`src/rtl/lu_accum_pkg.sv`:
```
// Shared definitions for the LU accumulator stage: widths, op codes, FSM states.
package lu_accum_pkg;

  localparam int unsigned LU_WIDTH = 8;
  localparam int unsigned LU_CNT_W = 8;
  localparam int unsigned LU_OP_W  = 2;

  // LU operation codes, bit-compatible with the existing LU variants
  typedef enum logic [LU_OP_W-1:0] {
    LU_AND = 2'b00,
    LU_OR  = 2'b01,
    LU_XOR = 2'b10,
    LU_NOT = 2'b11
  } lu_op_e;

  // Accumulator stage sequencing
  typedef enum logic [1:0] {
    S_IDLE = 2'd0,
    S_EXEC = 2'd1,
    S_RESP = 2'd2
  } lu_state_e;

endpackage : lu_accum_pkg

```
`src/rtl/lu_accum_if.sv`:
```
// Command and result handshakes of the LU accumulator stage.
interface lu_accum_if #(
  parameter int unsigned WIDTH = 8
);

  // command channel
  logic             in_valid;
  logic             in_ready;
  logic [1:0]       in_op;
  logic             in_ld;
  logic [WIDTH-1:0] in_operand;

  // result channel
  logic             out_valid;
  logic             out_ready;
  logic [WIDTH-1:0] out_y;
  logic             out_zero;

  // Command source / result sink
  modport master (
    output in_valid, in_op, in_ld, in_operand, out_ready,
    input  in_ready, out_valid, out_y, out_zero
  );

  // The accumulator stage itself
  modport slave (
    input  in_valid, in_op, in_ld, in_operand, out_ready,
    output in_ready, out_valid, out_y, out_zero
  );

endinterface : lu_accum_if

```
`src/rtl/lu_accum_core.sv`:
```
// Combinational 8-bit-style logic unit: y = a op b (NOT ignores b).
module lu_core
  import lu_accum_pkg::*;
#(
  parameter int unsigned WIDTH = LU_WIDTH
) (
  input  logic [WIDTH-1:0] a_i,
  input  logic [WIDTH-1:0] b_i,
  input  lu_op_e           op_i,
  output logic [WIDTH-1:0] y_c
);

  // Bitwise operation select; no carries anywhere
  always_comb begin
    y_c = '0;
    case (op_i)
      LU_AND:  y_c = a_i & b_i;
      LU_OR:   y_c = a_i | b_i;
      LU_XOR:  y_c = a_i ^ b_i;
      LU_NOT:  y_c = ~a_i;
      default: y_c = '0;
    endcase
  end

endmodule : lu_core

```
`src/rtl/lu_accum.sv`:
```
// Accumulator stage around lu_core: accepts a command, executes it against the
// accumulator in one cycle, then holds the result until downstream takes it.
module lu_accum
  import lu_accum_pkg::*;
#(
  parameter int unsigned WIDTH = LU_WIDTH,
  parameter int unsigned CNT_W = LU_CNT_W
) (
  input  logic             clk,
  input  logic             rst,
  lu_accum_if.slave        bus,
  output logic [CNT_W-1:0] op_cnt
);

  lu_state_e        state_q;
  logic [WIDTH-1:0] acc_q;
  logic [WIDTH-1:0] operand_q;
  lu_op_e           op_q;
  logic             ld_q;
  logic [CNT_W-1:0] cnt_q;
  logic             in_ready_q;
  logic             out_valid_q;
  logic             out_zero_q;

  logic [WIDTH-1:0] lu_y_c;
  logic [WIDTH-1:0] acc_d;

  // LU always sees the accumulator on a and the latched operand on b
  lu_core #(
    .WIDTH (WIDTH)
  ) u_core (
    .a_i  (acc_q),
    .b_i  (operand_q),
    .op_i (op_q),
    .y_c  (lu_y_c)
  );

  // Load bypasses the LU entirely
  assign acc_d = ld_q ? operand_q : lu_y_c;

  // Sequencer, accumulator, counter and registered handshake outputs
  always_ff @(posedge clk) begin
    if (rst) begin
      state_q     <= S_IDLE;
      acc_q       <= '0;
      operand_q   <= '0;
      op_q        <= LU_AND;
      ld_q        <= 1'b0;
      cnt_q       <= '0;
      in_ready_q  <= 1'b1;
      out_valid_q <= 1'b0;
      out_zero_q  <= 1'b0;
    end else begin
      case (state_q)
        S_IDLE: begin
          if (bus.in_valid) begin
            op_q       <= lu_op_e'(bus.in_op);
            ld_q       <= bus.in_ld;
            operand_q  <= bus.in_operand;
            in_ready_q <= 1'b0;
            state_q    <= S_EXEC;
          end
        end
        S_EXEC: begin
          acc_q       <= acc_d;
          out_zero_q  <= (acc_d == '0);
          out_valid_q <= 1'b1;
          if (!ld_q) begin
            cnt_q <= cnt_q + CNT_W'(1);
          end
          state_q <= S_RESP;
        end
        S_RESP: begin
          if (bus.out_ready) begin
            out_valid_q <= 1'b0;
            in_ready_q  <= 1'b1;
            state_q     <= S_IDLE;
          end
        end
        default: begin
          out_valid_q <= 1'b0;
          in_ready_q  <= 1'b1;
          state_q     <= S_IDLE;
        end
      endcase
    end
  end

  // out_y mirrors the accumulator, which only moves in EXEC
  assign bus.in_ready  = in_ready_q;
  assign bus.out_valid = out_valid_q;
  assign bus.out_y     = acc_q;
  assign bus.out_zero  = out_zero_q;
  assign op_cnt        = cnt_q;

endmodule : lu_accum

```
`src/flat_wrapper.sv`:
```
// flat-port wrapper written by rule: the top's interface ports become plain ports
module lu_accum_flat import lu_accum_pkg::*;
#(
  parameter int unsigned WIDTH = LU_WIDTH,
  parameter int unsigned CNT_W = LU_CNT_W
)
  (clk, rst, op_cnt, bus_in_valid, bus_in_op, bus_in_ld, bus_in_operand, bus_out_ready, bus_in_ready, bus_out_valid, bus_out_y, bus_out_zero);
  lu_accum_if #(.WIDTH(WIDTH)) bus_i ();
  input  logic clk;
  input  logic rst;
  output logic [CNT_W-1:0] op_cnt;
  input wire logic [$bits(bus_i.in_valid)-1:0] bus_in_valid;
  input wire logic [$bits(bus_i.in_op)-1:0] bus_in_op;
  input wire logic [$bits(bus_i.in_ld)-1:0] bus_in_ld;
  input wire logic [$bits(bus_i.in_operand)-1:0] bus_in_operand;
  input wire logic [$bits(bus_i.out_ready)-1:0] bus_out_ready;
  output wire logic [$bits(bus_i.in_ready)-1:0] bus_in_ready;
  output wire logic [$bits(bus_i.out_valid)-1:0] bus_out_valid;
  output wire logic [$bits(bus_i.out_y)-1:0] bus_out_y;
  output wire logic [$bits(bus_i.out_zero)-1:0] bus_out_zero;
  assign bus_i.in_valid = bus_in_valid;
  assign bus_i.in_op = bus_in_op;
  assign bus_i.in_ld = bus_in_ld;
  assign bus_i.in_operand = bus_in_operand;
  assign bus_i.out_ready = bus_out_ready;
  assign bus_in_ready = bus_i.in_ready;
  assign bus_out_valid = bus_i.out_valid;
  assign bus_out_y = bus_i.out_y;
  assign bus_out_zero = bus_i.out_zero;
  lu_accum #(.WIDTH(WIDTH), .CNT_W(CNT_W)) u_core (.clk(clk), .rst(rst), .bus(bus_i), .op_cnt(op_cnt));
endmodule
```
`config.mk`:
```
export PLATFORM = sky130hd
export DESIGN_NAME = lu_accum_flat
export DESIGN_NICKNAME = d
export VERILOG_FILES = /design/src/rtl/lu_accum_pkg.sv /design/src/rtl/lu_accum_if.sv /design/src/rtl/lu_accum_core.sv /design/src/rtl/lu_accum.sv /design/src/flat_wrapper.sv
export SDC_FILE = /design/constraint.sdc
export NUM_CORES = 1
export LEC_CHECK = 0
export CORE_MARGIN = 3
export CORE_UTILIZATION = 35
export DETAILED_ROUTE_END_ITERATION = 12
export SLEW_MARGIN = 5
export SYNTH_ARGS = -nofsm -noshare
export SYNTH_HDL_FRONTEND = slang
export SYNTH_HIERARCHICAL = 1
export SYNTH_SLANG_ARGS = --single-unit
```
`constraint.sdc`:
```
create_clock -name clk -period 2.2 [get_ports clk]
set_input_delay 0.33 -clock clk [delete_from_list [all_inputs] [get_ports clk]]
set_output_delay 0.33 -clock clk [all_outputs]
set_load 0.005 [all_outputs]
```
# ---- After elaboration in Yosys (flattened, before gate mapping)
# Index checks and enable logic that the tools add are counted.
dict set report totals {
  reg_bits 32
  in_bits 15
  word_cells 42
  output_inout_bits 19
}
dict set report classes {
  muxes 10
  eq_ne 7
  reduce_logical 8
  n_bitwise 7
  n_addsub 1
}
# cell n
set ops {}
lappend ops {{one-hot mux 8 bit (4 select lines)} 1}
lappend ops {{adder 8 x 1 -> 8 bit, second input constant} 1}
lappend ops {{AND 8 bit} 1}
lappend ops {{zero test 8 bit} 1}
lappend ops {{2-to-1 mux 8 bit} 1}
lappend ops {{inverter 8 bit} 1}
lappend ops {{OR 8 bit} 1}
lappend ops {{AND reduction 2 bit} 4}
lappend ops {{XOR 8 bit} 1}
lappend ops {{equality test 2 bit, second input constant} 3}
lappend ops {{one-hot mux 1 bit (3 select lines)} 2}
lappend ops {{one-hot mux 2 bit (3 select lines)} 1}
lappend ops {{equality test 2 x 1 -> 1 bit, second input constant} 2}
lappend ops {{zero test 2 bit} 2}
lappend ops {{2-to-1 mux 2 bit} 2}
lappend ops {{!= test 2 bit, second input constant} 2}
lappend ops {{2-to-1 mux 1 bit} 3}
lappend ops {{inverter 1 bit} 3}
lappend ops {{AND reduction 3 bit} 1}

# ---- Logic depth before layout (Yosys ltp)
dict set report depth {
  ltp_word 4
  depth_mapped 7
  ltp_nobuf 7
}

# ---- Modules after synthesis
# The synthesis kept the hierarchy.
# mod seq_area_each_um2 instances area_per_inst_um2 cells_each
set by_module_without_submodules {}
lappend by_module_without_submodules {lu_accum 640.6 1 1371.3 142}
lappend by_module_without_submodules {lu_core 0.0 1 493.0 50}

# ---- Worst setup path before layout
# No wires, ideal clock.
dict set report synth_path {
  kind {register to register}
  start {reg u_core.acc_q[6] (netlist: u_core/bus.out_y[6])}
  end {reg u_core.out_zero_q (netlist: u_core/bus.out_zero)}
  n_path_buf 0
  setup_time_ns 0.057
  t_arrival_ns 1.900
  path_slack_ns 0.243
  t_required_ns 2.143
  path_stages_with_launch 7
  period_less_slack_ns 1.957
  cell_sequence {dfxtp_1 > inv_1 > ha_1 > mux4_2 > or4_1 > o22ai_1 > a21o_1}
}
dict set report synth_between {
  elab_chain_len 4
  elab_cells_between_ends 7
  classes_between {mux (2); bitwise (4); reduce/logical (1)}
}
# element line_no
set synth_rtl {}
lappend synth_rtl {{from (decl)} lu_accum.sv:16} ;# logic [WIDTH-1:0] acc_q;
lappend synth_rtl {{from (signal assigned)} lu_accum.sv:45} ;# acc_q <= '0;
lappend synth_rtl {{from (signal assigned)} lu_accum.sv:65} ;# acc_q <= acc_d;
lappend synth_rtl {{XOR 8 bit, or another cell as far along} lu_accum_core.sv:19} ;# LU_XOR: y_c = a_i ^ b_i;
lappend synth_rtl {{one-hot mux 8 bit (4 select lines) *} lu_accum_core.sv:16} ;# case (op_i)
lappend synth_rtl {{via u_core.lu_y_c[6]} lu_accum.sv:25} ;# logic [WIDTH-1:0] lu_y_c;
lappend synth_rtl {{2-to-1 mux 8 bit *} lu_accum.sv:39} ;# assign acc_d = ld_q ? operand_q : lu_y_c;
lappend synth_rtl {{zero test 8 bit *} lu_accum.sv:66} ;# out_zero_q <= (acc_d == '0);
lappend synth_rtl {{to (signal assigned)} lu_accum.sv:66}
lappend synth_rtl {{to (decl)} lu_accum.sv:23} ;# logic out_zero_q;
# Mark *: on every way through the listed nets, which the timed path passes. The rest lies on a longest branch.
# A chain may end at the register's enable or synchronous reset.

# ---- Final worst setup path
# Same ends and word-level chain as after synthesis.

==> results.yml <==
timing:
  tightest_slew_ps: 364
  finalSetupViolCount: 0
  finalCritPeriodShare: 0.930
  slew_headroom: 0.757
  period_needed_ps: 2050
  final_max_slew_viol_count: 0
  skew_ps: 5.74
  hold_viol_final: 0
  clock.fmax_mhz: 489
  setup_tns_ps: 0
  rsz0062_at_grt: "false"
  setup_ws_ps: 154
routing:
  drt_iter0_markers: 48
  vias: 1409
  wl_mm: 3.78
  final_antenna_net_count: 0
  drt-pass1-iter-count: 4
  wl_per_cell_um: 12.7
  drc: 0
  avgViaCountPerCell: 4.73
global_route:
  antenna_found_initial: 0
  grt_pass1_vias: 1397
  grt_max_degree: 20
  grt_usage: 0.134
  grt_pass1_wl_mm: 6.52
  overflow: 0
critical_path:
  reg2reg_depth: 6
  end_kind: "flip-flop"
  critPathLaunchType: "flip-flop"
  r2r_slack_ps: 150
  worst-setup-path-type: "reg -> reg"
  worstPathRequired_ps: 2430
  cp_max_fo: 4
  crit_arrival_ps: 2280
clock_tree:
  cts_buffer_depth: 2
  insertion_delay_ps: 280
  post_cts_buffers: 0
  cts_made_buffers: 5
  cts_root_buf: "clkbuf_8"
  cts_tree: "done"
  cts_sinks: 32
  htree_levels: 2
  cts_resized: 0
  ctsHoldBuffers: 0
  clk_pin_slew_ps: 70
floorplan:
  io_pins: 34
  coreArea_mm2: 0.00494
  fp.dieArea_mm2: 0.00624
  die_w_um: 79.0
  start_util: 0.377
  row_count: 25
  dieHeight_um: 79.0
power_and_ir_drop:
  swShare: 0.251
  p_comb_frac: 0.182
  power.net_switching_w: 0.000371
  p_leak_nw: 0.991
  seqPwrFrac: 0.443
  power_w: 0.00148
  power.density_mw_per_mm2: 618
  p_int_w: 0.00110
  max-vdd-ir-drop_mv: 0.553
  power.share.clock: 0.375
finish:
  final_core_util: 0.483
  n_fill_cell: 480
  diodes: 0
  drive_above_1_share: 0.126
  multi_input_area_mm2: 0.00106
  regArea_um2: 641
  area_delta_synth_final_pct: 28.1
  nNetsFinal: 262
synthesis:
  ys.flop_type: "dfxtp_1"
  syn_area_mm2: 0.00186
  avgSynthCellArea_um2: 9.71
  synth_edf_count: 0
  synth_most_common_cell: "dfxtp_1"
  synthTopCellsByCount: "32 x dfxtp_1, 28 x nor2_1, 27 x inv_1"
  synthArstFlopShare: 0
  netlist_instances: 192
  synth_area_leaders: "dfxtp_1 34%, ha_1 11%, mux2i_1 11%"
  yosys_warnings: 6
  synth_area_leader_cell: "dfxtp_1"
  synth_top_area_frac: 0.344
  yosys_register_bits: 32
  synth_cell_types: 36
  ys_seq_area_frac: 0.344
  synth_fp_nets: 224
place:
  portBuffers: 33
  detailed_place_hpwl_mm: 2.85
  pre_cts_slack_ps: 163
  place.gp.congestion: 0.717
outcome:
  status: "finished, final reports clean"
run:
  maxCapViolations: 0
min_path:
  worstHoldPathCells: 1
  hp-class: "reg -> reg"
worst paths after layout:
check | from | end
setup / recovery | u_core/bus.out_y[6]$_SDFFE_PP0P_ | u_core/bus.out_zero$_SDFFE_PP0P_
hold / removal | u_core/bus.out_valid$_SDFFE_PP0P_ | u_core/bus.out_valid$_SDFFE_PP0P_
setup reg to reg | u_core/bus.out_y[6]$_SDFFE_PP0P_ | u_core/bus.out_zero$_SDFFE_PP0P_
hold reg to reg | u_core/bus.out_valid$_SDFFE_PP0P_ | u_core/bus.out_valid$_SDFFE_PP0P_
metal layers:
layer	wire [um]	vias to the layer above	global-route usage
li1	-	732	-
met1	1750	649	0.166
met2	1810	24	0.217
met3	185	4	0.0397
met4	31	0	0.0515
met5	0	-	0
placed cells by master, fill, tap and decap left out, types with 2 or more instances in the layout:
cell type        netlist  layout
nor3b_1                3       2
clkdlybuf4s50_1        0      33
mux2_2                 2       2
nor3_1                 3       3
a21oi_1                4       4
mux2i_1               20      20
or3_1                  2       2
mux4_2                 8       8
nor2b_1                4       4
inv_1                 27      27
xnor2_1                2       2
o21ai_0                4       4
dfxtp_1               32      32
nor2_1                28      28
ha_1                  17      17
clkbuf_8               0       5
a211oi_1               8       8
nand2_1                2       2
buf_4                  2       8
critical path, stage by stage (launching register included):
cell	delay, ps
dfxtp_1	370
inv_1	70
ha_1	280
mux4_2	470
or4_1	520
o22ai_1	150
a21o_1	120
cell type report:
| class | instances | share of cell area |
|---|---|---|
| Clock buffer | 6 | 0.0304 |
| Clock inverter | 2 | 0.0147 |
| Inverter | 27 | 0.0425 |
| Multi-Input combinational cell | 123 | 0.445 |
| Sequential cell | 32 | 0.268 |
| Tap cell | 67 | 0.0351 |
| Timing Repair Buffer | 41 | 0.164 |
per-stage QoR:
| step | hold WS [ps] | cell area [um^2] | std cells |
|---|---|---|---|
| after floorplan | 450 | 1860 | 192 |
| after global placement | 466 | 2280 | 290 |
| after detailed placement | 474 | 2280 | 290 |
| after CTS | 492 | 2390 | 298 |
| after global routing | 518 | 2390 | 298 |
| final | 485 | 2390 | 298 |
cell families (layout without fill, tap and decap cells):
| kind of cell | Yosys count | in the layout | share of synthesized area |
|---|---|---|---|
| xor gates and xnor gates | 2 | 2 | 0.00940 |
| buffers and inverters | 37 | 76 | 0.0886 |
| and+or+nand+nor | 53 | 53 | 0.150 |
| DFF | 32 | 32 | 0.344 |
| AOI/OAI and AO/OA | 20 | 20 | 0.0725 |
| adders and majority gates | 17 | 17 | 0.114 |
| muxes | 31 | 31 | 0.222 |
power by group through the flow:
stage / Sequential [W] / Clock, W / Combinational [W]
global route: 0.000661 / 0.000609 / 0.000300
detailed placement: 0.000667 / 0 / 0.000272
finish: 0.000653 / 0.000554 / 0.000269
global placement: 0.000667 / 0 / 0.000264
floorplan: 0.000656 / 0 / 0.000175
CTS: 0.000654 / 0.000578 / 0.000273
flip-flops by register name, indices dropped and copies added, names as in the netlist:
register and flops:
u_core/operand_q 8, u_core/state_q 2, u_core/bus.out_y 8, u_core/bus.in_ready 1
u_core/bus.out_valid 1, u_core/op_q 2, u_core/op_cnt 8, u_core/ld_q 1
u_core/bus.out_zero 1
No activity file was read; power rests on OpenSTA's default activity.
==> variant: new RTL, same settings <==
Change the package constant `LU_WIDTH` from 8 to 12.
--- a/src/rtl/lu_accum_pkg.sv
+++ b/src/rtl/lu_accum_pkg.sv
@@ -1,7 +1,7 @@
 // Shared definitions for the LU accumulator stage: widths, op codes, FSM states.
 package lu_accum_pkg;
 
-  localparam int unsigned LU_WIDTH = 8;
+  localparam int unsigned LU_WIDTH = 12;
   localparam int unsigned LU_CNT_W = 8;
   localparam int unsigned LU_OP_W  = 2;
 
Interface: changed (resized bus_in_operand and bus_out_y); port bits go from 34 to 42. No check against the original RTL was run, so the function may have changed too.
==> variant against the original RTL <==
- design area grew 29%
- global-route usage grew 1.5 points
- area after synthesis grew 28%
- first-iteration DRC count grew 33%
- critical path depth grew 1
- sequential cell count grew 8
- worst setup slack gained 0.0060 ns
- die area grew 26%
- power grew 24%
- combinational power grew 38%
- non-clock buffer count grew 15
- routed wire length grew 45%
- hold slack gained 0.012 ns
- largest cell class unchanged
==> variant: results (changes against the original RTL) <==
| Metric | Value |
|---|---|
| Place WS | 0.1348 ns (was 0.1634 ns) |
| # port buffers | 41 (was 33) |
| Routed vias | 1934 (was 1409) |
| Worst-Skew Late Latency | 0.30 ns (was 0.28 ns) |
| Synth cell types | 31 (was 36) |
| Peak VDD IR | 275.9 uV (was 553.5 uV) |
| Hold path depth | 2 (was 1) |
| Dpl hpwl | 3963 um (was 2853 um) |
| Metal2 WL | 2689 um (was 1813 um) |
| Final cell count without fillers | 392 (was 298) |
| Final nets | 358 (was 262) |
| Routing usage on met2 | 25.49% (was 21.72%) |
| Iteration-0 DRC Markers | 64 (was 48) |
| Syn nets | 309 (was 224) |
| Status | finished clean (unchanged) |
| Hold worst-path end | u_core/op_q[0]$_SDFFE_PP0P_ (was u_core/bus.out_valid$_SDFFE_PP0P_) |
| Sequential power | 816 uW (was 653 uW) |
| Vias in the first global route | 1816 (was 1397) |
| Hold_sp | u_core/op_q[0]$_SDFFE_PP0P_ (was u_core/bus.out_valid$_SDFFE_PP0P_) |
| Hold WS | 0.4969 ns (was 0.4845 ns) |
| Post-place instance area | 2945 um^2 (was 2280 um^2) |
| Placed Cells incl. Taps | 384 (was 290) |
| FF-to-FF Start | u_core/bus.out_y[10]$_SDFFE_PP0P_ (was u_core/bus.out_y[6]$_SDFFE_PP0P_) |
| Leakage power | 0.001287 uW (was 0.0009913 uW) |
| Met3 usage | 3.352% (was 3.968%) |
| Largest net degree at the start of global routing | 17 (was 20) |
| Fin Clk Skew | 0.003865 ns (was 0.005735 ns) |
| Internal power | 1312 uW (was 1105 uW) |
| Met1 usage | 18.97% (was 16.60%) |
| Logic power comb | 372 uW (was 269 uW) |
| Mapped Avg Cell Area | 8.990 um^2 (was 9.710 um^2) |
| Share of cells above drive strength 1 | 11.75% (was 12.55%) |
| Metal-1 WL | 2518 um (was 1750 um) |
| Part of the Yosys area used for sequential elements | 33.61% (was 34.36%) |
| Reg clk slew, reported paths | 0.09 ns (was 0.07 ns) |
| Top cells by area, synth | dfxtp_1, ha_1, mux4_2, inv_1, nand2_1 (was dfxtp_1, ha_1, mux2i_1, mux4_2, nor2_1) |
| Routed wl met3 | 214 um (was 185 um) |
| Slew @ Worst Pin | 0.6121 ns (was 0.3638 ns) |
-- variant: changes by cell type after synthesis, sizes merged, moves of 4 or more --
cell    unedited run  this run
nand2              2        37
a21oi              4        19
inv               27        37
mux2i             20        11
dfxtp             32        40
ha                17        25
clkbuf             3         8
a211oi             8        12
mux4               8        12
nor2              28        24
-- variant: layout make-up --
cell class / count / area (um^2) / share of cell area (%)
Multi-Input combinational cell: 174 / 1386 / 45.10
Sequential cell: 40 / 802.0 / 26.09
Timing Repair Buffer: 56 / 535.5 / 17.42
Inverter: 37 / 138.9 / 4.518
Tap cell: 77 / 96.34 / 3.134
Clock buffer: 5 / 68.82 / 2.239
Clock inverter: 3 / 46.29 / 1.506
-- variant: cells by family (layout without fill, tap and decap cells) --
group           after synthesis  in the layout  share of synthesized area [%]
fa+ha+maj                    25             25                          13.13
flops                        40             40                          33.61
compound gates               37             37                          9.454
buf+inv                      51            101                          8.719
simple gates                 82             82                          15.91
xor+xnor                      7              7                          2.574
mux                          23             23                          16.60
